$ cat src/rtl/usb_pkg.sv
// Shared USB line-state constants and the downstream port FSM state type.
package usb_pkg;

  localparam logic [1:0] SE0  = 2'b00;
  localparam logic [1:0] SE1  = 2'b11;
  localparam logic [1:0] FS_J = 2'b10;
  localparam logic [1:0] FS_K = 2'b01;

  typedef enum logic [2:0] {
    ST_DISCONNECTED = 3'd0,
    ST_ATTACH_WAIT  = 3'd1,
    ST_CONNECTED    = 3'd2,
    ST_DETACH_WAIT  = 3'd3,
    ST_RESET_DRIVE  = 3'd4,
    ST_RECOVER      = 3'd5
  } port_state_e;

  function automatic int unsigned umax(input int unsigned a, input int unsigned b);
    return (a > b) ? a : b;
  endfunction

  // Only the two differential idle states identify an attached full/low-speed device.
  function automatic logic is_idle_line(input logic [1:0] line);
    return (line == FS_J) || (line == FS_K);
  endfunction

endpackage

$ cat src/rtl/usb_line_debounce.sv
// Holds a candidate line value and counts consecutive matching samples; reused for
// attach (J or K candidate) and detach (SE0 candidate).
module usb_line_debounce
  import usb_pkg::*;
#(
  parameter int unsigned STABLE_N = 8
) (
  input  logic       clock,
  input  logic       reset_n,
  input  logic       i_load,
  input  logic       i_track,
  input  logic       i_clear,
  input  logic [1:0] i_line,
  output logic       o_match,
  output logic       o_reach
);

  localparam int unsigned      CNT_W   = $clog2(STABLE_N + 1);
  localparam logic [CNT_W-1:0] CNT_MAX = '1;

  logic [1:0]       r_cand;
  logic [CNT_W-1:0] r_count;

  always_ff @(posedge clock or negedge reset_n) begin
    if (!reset_n) begin
      r_cand  <= SE0;
      r_count <= '0;
    end else if (i_clear) begin
      r_count <= '0;
    end else if (i_load) begin
      r_cand  <= i_line;
      r_count <= CNT_W'(1);
    end else if (i_track && o_match && (r_count != CNT_MAX)) begin
      r_count <= r_count + 1'b1;
    end
  end

  assign o_match = (i_line == r_cand);
  // True when the current sample is the STABLE_N-th consecutive match.
  assign o_reach = o_match && ((32'(r_count) + 32'd1) >= STABLE_N);

endmodule

$ cat src/rtl/usb_downstream_reset_driver.sv
// Downstream port line controller: debounced attach/detach, J/K polarity latch, and
// bus-reset signalling (SE0 then J recovery). All outputs are registered from state.
module usb_downstream_reset_driver
  import usb_pkg::*;
#(
  parameter int unsigned RESET_TIME    = 20,
  parameter int unsigned RECOVERY_TIME = 4,
  parameter int unsigned DEBOUNCE_TIME = 8
) (
  input  logic       clock,
  input  logic       reset_n,
  input  logic [1:0] usb_signals,
  input  logic       port_reset_req,
  output logic [1:0] usb_out,
  output logic       usb_oe,
  output logic       port_reset_busy,
  output logic       port_reset_done,
  output logic       connected,
  output logic [1:0] j_state,
  output logic [1:0] k_state
);

  localparam int unsigned    DRV_W   = $clog2(umax(RESET_TIME, RECOVERY_TIME) + 1);
  localparam logic [DRV_W-1:0] DRV_MAX = '1;

  port_state_e      r_state;
  port_state_e      w_next;
  logic [DRV_W-1:0] r_drv_cnt;
  logic [1:0]       r_j_lat;
  logic             r_just_rec;
  logic             w_drv_last;
  logic             w_db_load;
  logic             w_db_track;
  logic             w_db_clear;
  logic             w_db_match;
  logic             w_db_reach;
  logic [1:0]       w_out_nx;
  logic             w_oe_nx;
  logic             w_done_nx;
  logic             w_conn_nx;
  logic [1:0]       w_k_nx;

  usb_line_debounce #(
    .STABLE_N (DEBOUNCE_TIME)
  ) u_debounce (
    .clock   (clock),
    .reset_n (reset_n),
    .i_load  (w_db_load),
    .i_track (w_db_track),
    .i_clear (w_db_clear),
    .i_line  (usb_signals),
    .o_match (w_db_match),
    .o_reach (w_db_reach)
  );

  assign w_drv_last = ((r_state == ST_RESET_DRIVE) && (32'(r_drv_cnt) == RESET_TIME - 1)) ||
                      ((r_state == ST_RECOVER)     && (32'(r_drv_cnt) == RECOVERY_TIME - 1));

  always_ff @(posedge clock or negedge reset_n) begin
    if (!reset_n) r_state <= ST_DISCONNECTED;
    else          r_state <= w_next;
  end

  always_comb begin
    w_next     = r_state;
    w_db_load  = 1'b0;
    w_db_track = 1'b0;
    w_db_clear = 1'b0;
    case (r_state)
      ST_DISCONNECTED: begin
        if (is_idle_line(usb_signals)) begin
          w_db_load = 1'b1;
          w_next    = (DEBOUNCE_TIME == 1) ? ST_CONNECTED : ST_ATTACH_WAIT;
        end
      end
      ST_ATTACH_WAIT: begin
        if (w_db_match && w_db_reach) begin
          w_db_clear = 1'b1;
          w_next     = ST_CONNECTED;
        end else if (w_db_match) begin
          w_db_track = 1'b1;
        end else begin
          w_db_clear = 1'b1;
          w_next     = ST_DISCONNECTED;
        end
      end
      ST_CONNECTED: begin
        // A reset request wins over a simultaneous SE0 sample.
        if (port_reset_req) begin
          w_next = ST_RESET_DRIVE;
        end else if (usb_signals == SE0) begin
          w_db_load = 1'b1;
          w_next    = (DEBOUNCE_TIME == 1) ? ST_DISCONNECTED : ST_DETACH_WAIT;
        end
      end
      ST_DETACH_WAIT: begin
        if (w_db_match && w_db_reach) begin
          w_db_clear = 1'b1;
          w_next     = ST_DISCONNECTED;
        end else if (w_db_match) begin
          w_db_track = 1'b1;
        end else begin
          w_db_clear = 1'b1;
          w_next     = ST_CONNECTED;
        end
      end
      ST_RESET_DRIVE: if (w_drv_last) w_next = ST_RECOVER;
      ST_RECOVER:     if (w_drv_last) w_next = ST_CONNECTED;
      default:        w_next = ST_DISCONNECTED;
    endcase
  end

  always_ff @(posedge clock or negedge reset_n) begin
    if (!reset_n) begin
      r_drv_cnt  <= '0;
      r_j_lat    <= SE0;
      r_just_rec <= 1'b0;
    end else begin
      if (w_next != r_state)         r_drv_cnt <= '0;
      else if (r_drv_cnt != DRV_MAX) r_drv_cnt <= r_drv_cnt + 1'b1;
      // On attach the accepted sample equals the candidate, so latch the line directly.
      if ((w_next == ST_CONNECTED) &&
          ((r_state == ST_ATTACH_WAIT) || (r_state == ST_DISCONNECTED)))
        r_j_lat <= usb_signals;
      else if (w_next == ST_DISCONNECTED)
        r_j_lat <= SE0;
      r_just_rec <= (r_state == ST_RECOVER) && (w_next == ST_CONNECTED);
    end
  end

  always_comb begin
    w_oe_nx   = (r_state == ST_RESET_DRIVE) || (r_state == ST_RECOVER);
    w_out_nx  = (r_state == ST_RECOVER) ? r_j_lat : SE0;
    w_done_nx = (r_state == ST_CONNECTED) && r_just_rec;
    w_conn_nx = r_state inside {ST_CONNECTED, ST_DETACH_WAIT, ST_RESET_DRIVE, ST_RECOVER};
    w_k_nx    = w_conn_nx ? ~r_j_lat : SE0;
  end

  always_ff @(posedge clock or negedge reset_n) begin
    if (!reset_n) begin
      usb_out         <= SE0;
      usb_oe          <= 1'b0;
      port_reset_busy <= 1'b0;
      port_reset_done <= 1'b0;
      connected       <= 1'b0;
      j_state         <= SE0;
      k_state         <= SE0;
    end else begin
      usb_out         <= w_out_nx;
      usb_oe          <= w_oe_nx;
      port_reset_busy <= w_oe_nx;
      port_reset_done <= w_done_nx;
      connected       <= w_conn_nx;
      j_state         <= r_j_lat;
      k_state         <= w_k_nx;
    end
  end

endmodule
$ cat config.mk
export PLATFORM = sky130hd
export DESIGN_NAME = usb_downstream_reset_driver
export DESIGN_NICKNAME = d
export VERILOG_FILES = /design/src/rtl/usb_pkg.sv /design/src/rtl/usb_line_debounce.sv /design/src/rtl/usb_downstream_reset_driver.sv
export SDC_FILE = /design/constraint.sdc
export NUM_CORES = 1
export LEC_CHECK = 0
export ABC_CLOCK_PERIOD_IN_PS = 2100
export CAP_MARGIN = 5
export CORE_UTILIZATION = 57
export CTS_BUF_LIST = sky130_fd_sc_hd__clkbuf_4
export CTS_CLUSTER_SIZE = 40
export DETAILED_ROUTE_END_ITERATION = 10
export MAX_ROUTING_LAYER = met4
export PLACE_DENSITY_LB_ADDON = 0.25
export SLEW_MARGIN = 20
export SYNTH_ARGS = -nofsm -noshare
export SYNTH_HDL_FRONTEND = slang
export SYNTH_SLANG_ARGS = --single-unit
$ cat constraint.sdc
create_clock -name clock -period 2.1 [get_ports clock]
set_input_delay 0.21 -clock clock [delete_from_list [all_inputs] [get_ports clock]]
set_output_delay 0.21 -clock clock [all_outputs]
set_load 0.005 [all_outputs]
# Yosys cells after proc, flatten, opt, wreduce, memory -nomap -nowiden
# Cells that the tools add are included.
# op_classes
n_addsub	3
magnitude_cmp	1
n_eq_ne	14
n_mux	29
n_bitwise	2
reduce_logical	22
# op_table
op	count
32-bit by 4-bit >= comparator with 1-bit output (second input constant)	1
3-bit 2-to-1 mux	9
3-bit case mux with 6 select lines	1
4-bit 2-to-1 mux	3
5-bit 2-to-1 mux	2
3-bit by 2-bit == test with 1-bit output (second input constant)	3
1-bit logical AND	9
1-bit 2-to-1 mux	9
2-bit 2-to-1 mux	4
3-bit == test (second input constant)	2
3-bit zero test	2
4-bit by 1-bit adder with 5-bit output (second input constant)	1
5-bit by 1-bit adder with 5-bit output (second input constant)	1
5-bit by 2-bit == test with 1-bit output (second input constant)	1
5-bit == test (second input constant)	1
5-bit inequality test (second input constant)	1
4-bit by 1-bit adder with 4-bit output (second input constant)	1
1-bit logical OR	4
4-bit inequality test (second input constant)	1
2-bit nonzero test	2
4-bit nonzero test	1
3-bit by 1-bit == test with 1-bit output (second input constant)	1
3-bit inequality test	1
3-bit nonzero test	1
9 further kinds	9
# word_totals
ff_bits	26
inputBits	5
wordCells	83

# Longest topological paths before layout
# logic_depth
word_depth	11
depth_mapped	7
mapped_depth_nobuf	7

# Modules after synthesis
# From an unflattened synthesis, not the netlist that was laid out.
# hier_totals
cells_unflattened	159
hier_area_um2	1581.5
# by_module_without_submodules
mod	instances	cells_each	area_per_inst_um2	seq_area_each_um2
usb_downstream_reset_driver	1	124	1213.7	500.5
usb_line_debounce	1	35	367.9	150.1

# Worst setup path after synthesis
# No wires, ideal clock.
# synth_path
kind	register -> register
from	register u_debounce.r_count[0]
to	register r_drv_cnt[0]
t_arrival_ns	1.462
slack_ns	0.566
stages_incl_launch_ff	7
path_buffers	0
cell_sequence	dfrtp_1 ha_1 nand2b_1 mux2i_1 and2_1 o211ai_2 nor2_1
# synth_via
elab_chain_cells	8
# synth_rtl
item	line_no	text
start: declaration	usb_line_debounce.sv:22	logic [CNT_W-1:0] r_count;
start signal: assignment	usb_line_debounce.sv:34	r_count <= r_count + 1'b1;
4-bit by 1-bit adder with 5-bit output (*)	usb_line_debounce.sv:40	assign o_reach = o_match && ((32'(r_count) + 32'd1) >= STABLE_N);
32-bit by 4-bit >= comparator with 1-bit output (*)	usb_line_debounce.sv:40	
1-bit logical AND (*)	usb_line_debounce.sv:40	
1-bit logical AND (*)	usb_downstream_reset_driver.sv:77, usb_downstream_reset_driver.sv:97	
3-bit 2-to-1 mux, on equally long branches	usb_downstream_reset_driver.sv:97, usb_downstream_reset_driver.sv:77	
3-bit case mux with 6 select lines (*)	usb_downstream_reset_driver.sv:69	case (r_state)
3-bit inequality test (*)	usb_downstream_reset_driver.sv:119	if (w_next != r_state) r_drv_cnt <= '0;
5-bit 2-to-1 mux / 2-bit nonzero test (equally long branches)	n/a	
end signal: assignment	usb_downstream_reset_driver.sv:120	else if (r_drv_cnt != DRV_MAX) r_drv_cnt <= r_drv_cnt + 1'b1;
end: declaration	usb_downstream_reset_driver.sv:28	logic [DRV_W-1:0] r_drv_cnt;
# Mark *: on every way between the ends. The rest lies on a longest branch, timed or not.
# A chain may end at the register's enable or synchronous reset.

# Worst setup path after layout
# layout_path
from	register u_debounce.r_count[0]
to	register r_drv_cnt[3]
# The elaborated chain is that of the path after synthesis.

==> impl_metrics.env <==
export IMPL_first_pass_iters=4
export IMPL_cp_end_kind="flip-flop"
export IMPL_dieWidth_um=49.74
export IMPL_io_pin_count=15
export IMPL_post_drt_via_cell_ratio=5.656
export IMPL_crit_fanout=5
export IMPL_track_usage_pct=22.80
export IMPL_drive_above_1_share_pct=11.54
export IMPL_cts_sinks=26
export IMPL_power_density_nw_per_um2=1156
export IMPL_relSlewSlack_pct=68.72
export IMPL_nNetsFinal=141
export IMPL_seq_area_frac_synth_pct=50.10
export IMPL_grt_overflow_total=0
export IMPL_dr_total_vias=888
export IMPL_fillers=156
export IMPL_std_cell_rows=16
export IMPL_cts_tree="done"
export IMPL_clk_latency_ns=0.33
export IMPL_async_flop_share_pct=100.0
export IMPL_register_area_um2=650.6
export IMPL_initial_utilization_pct=63.60
export IMPL_hold_buffers=0
export IMPL_synthesis_nets=124
export IMPL_worstSetupPathDepth=6
export IMPL_area_delta_synth_final_pct=15.90
export IMPL_endpoint="r_drv_cnt[3]"
export IMPL_max_stage_delay_ns=0.46
export IMPL_drc=0
export IMPL_antenna_found_initial=0
export IMPL_final_max_slew_viol_count=0
export IMPL_ant_nets=0
export IMPL_yosysWarningCount=0
export IMPL_cts_buffers=3
export IMPL_p_leak_uw=0.0007377
export IMPL_multi_input_area_um2=586.8
export IMPL_synth_ff_type="dfrtp_1"
export IMPL_cts_setup_buffers=0
export IMPL_skew_ns=0.001777
export IMPL_ys_types=42
export IMPL_grt_max_degree=27
export IMPL_post_drt_wl_per_cell_um=14.61
export IMPL_outcome="completed"
export IMPL_syn_area_um2=1299
export IMPL_cts_buffer_depth=2
export IMPL_cp_top_family="simple AND/OR/NAND/NOR gates"
export IMPL_hold_class="in -> async"
export IMPL_clk_pin_slew_worst_paths_ns=0.14
export IMPL_ys_seq_elements=26
export IMPL_gp_congestion=0.9097
export IMPL_crit_arrival_ns=2.12
export IMPL_critPathBufInv=0
export IMPL_crit_required_ns=2.36
export IMPL_crit_chain="ha_1, nand2b_1, mux2i_1, and2_1, o211ai_2, nor2_1"
export IMPL_setup_violations_final=0
export IMPL_timing_rr_end="r_drv_cnt[3]"
export IMPL_dieHeight_um=49.74
export IMPL_root_buffer="clkbuf_4"
export IMPL_cts_max_level=1
export IMPL_cp_start_kind="flip-flop"
export IMPL_fp_dieArea_um2=2474
export IMPL_power_total_uw=1740
export IMPL_postSynthAreaPerCell_um2=11.39
export IMPL_wl_um=2293
export IMPL_port_buffers=14
export IMPL_worstReg2RegStart="u_debounce.r_count[0]"
export IMPL_grt_pass1_vias=876
export IMPL_initialDrtViolationCount=21
export IMPL_coreArea_um2=2042
export IMPL_worstRegToRegCells=6
export IMPL_worstMarginPinSlew_ns=0.4561
export IMPL_period_needed_ns=1.853
export IMPL_cts_resized=0
export IMPL_worstSetupPathType="reg -> reg"
export IMPL_crit_path_start="u_debounce.r_count[0]"
export IMPL_fmax_mhz=539.7
export IMPL_r2r_slack_ns=0.25
export IMPL_hpwl_um=1674
export IMPL_grt_first_pass_wirelength_um=4043
export IMPL_fin_crit_sh_pct=88.22
export IMPL_critPathSlowestCell="dfrtp_1"
export IMPL_peakVddDrop_mv=0.8103
export IMPL_cap_viol_max_count=0
export IMPL_rsz0062_at_grt="no"
export IMPL_finalSetupTns_ns=0
export IMPL_syn_inst=114
export IMPL_hold_viol_final=0
export IMPL_synth_edf_count=0
export IMPL_antenna_cells=0
cell families (layout without fill, tap and decap cells):
family                   after synthesis  in the layout  share of synthesized area [%]
AND/OR/NAND/NOR                       43             43                          21.20
XOR/XNOR                               7              7                          4.721
AO/OA/AOI/OAI                         19             19                          12.14
multiplexers                           3              3                          2.312
buffers and inverters                 11             27                          4.720
adder cells (fa/ha/maj)                5              5                          4.817
flip-flops                            26             26                          50.10
cell type report:
cell class,count,area share [%]
timing repair buffer,16,10.31
clock inverter,1,1.995
sequential,26,43.23
tap,27,2.244
multi-input combinational,77,38.99
inverter,7,1.746
clock buffer,3,1.496
routing by layer:
layer / vias up / wire, µm / GRT usage [%]
met5: - / 0 / -
met4: 0 / 30 / 8.571
met3: 4 / 59 / 3.704
met2: 16 / 1148 / 36.49
met1: 438 / 1054 / 29.12
li1: 430 / - / -
state kept, by name, indices dropped and copies added (netlist names):
register / count
r_drv_cnt: 5
u_debounce.r_count: 4
r_state: 3
j_state: 2
k_state: 2
r_j_lat: 2
u_debounce.r_cand: 2
usb_out: 2
connected: 1
port_reset_busy: 1
port_reset_done: 1
r_just_rec: 1
cells in the mapped netlist (2+ instances only):
master    count  share of area [%]
a21oi_1       2               0.77
a22o_1        2                1.3
and2_1        2               0.96
and3_1        7                3.4
buf_6         2                1.7
dfrtp_1      26                 50
ha_1          5                4.8
inv_1         6                1.7
mux2i_1       3                2.3
nand2_1       7                2.0
nand2b_4      2                2.1
nand3_1       2               0.77
nor2_1       10                2.9
nor3b_1       2                1.2
o21ai_0       4                1.5
xnor2_1       2                1.3
xor2_1        5                3.4
through the flow:
step                      hold WS (ns)  utilization (%)  area, µm²  setup WS (ns)  instances
after detailed placement        0.4624            71.14       1453        0.02752        153
after floorplan               -0.08559                -       1299         0.5662        114
after CTS                       0.2343            73.71       1505         0.2517        157
final                           0.2273            73.71       1505         0.2473        157
after global placement          0.4588            71.14       1453        0.09737        153
after global routing            0.2423            73.71       1505        0.08547        157
cells in the final DEF, fill, tap and decap left out, drive strengths merged, types with 2 or more instances in the layout:
cell	instances
clkdlybuf4s50	14
dfrtp	26
nand2b	3
and3	7
nor3	2
xor2	5
o211ai	2
nor3b	2
xnor2	2
nand2	7
and2	2
buf	2
a22o	2
a21oi	2
nor4b	2
mux2i	3
inv	7
nor2	10
ha	5
o21ai	5
clkbuf	3
nand3	2
worst min path at each step:
stage | to | slack, ns
floorplan | connected | -0.09
global placement | j_state[0] | 0.46
detailed placement | j_state[1] | 0.46
CTS | u_debounce.r_count[1] | 0.23
global route | k_state[1] | 0.24
finish | connected | 0.23
report_power, final:
group	internal, µW	switching (µW)	leakage (µW)	total [µW]
Combinational	293	337	0.000360	630
Clock	193	149	0.0000279	342
Sequential	612	156	0.000350	767
(Power assumes the default switching activity.)
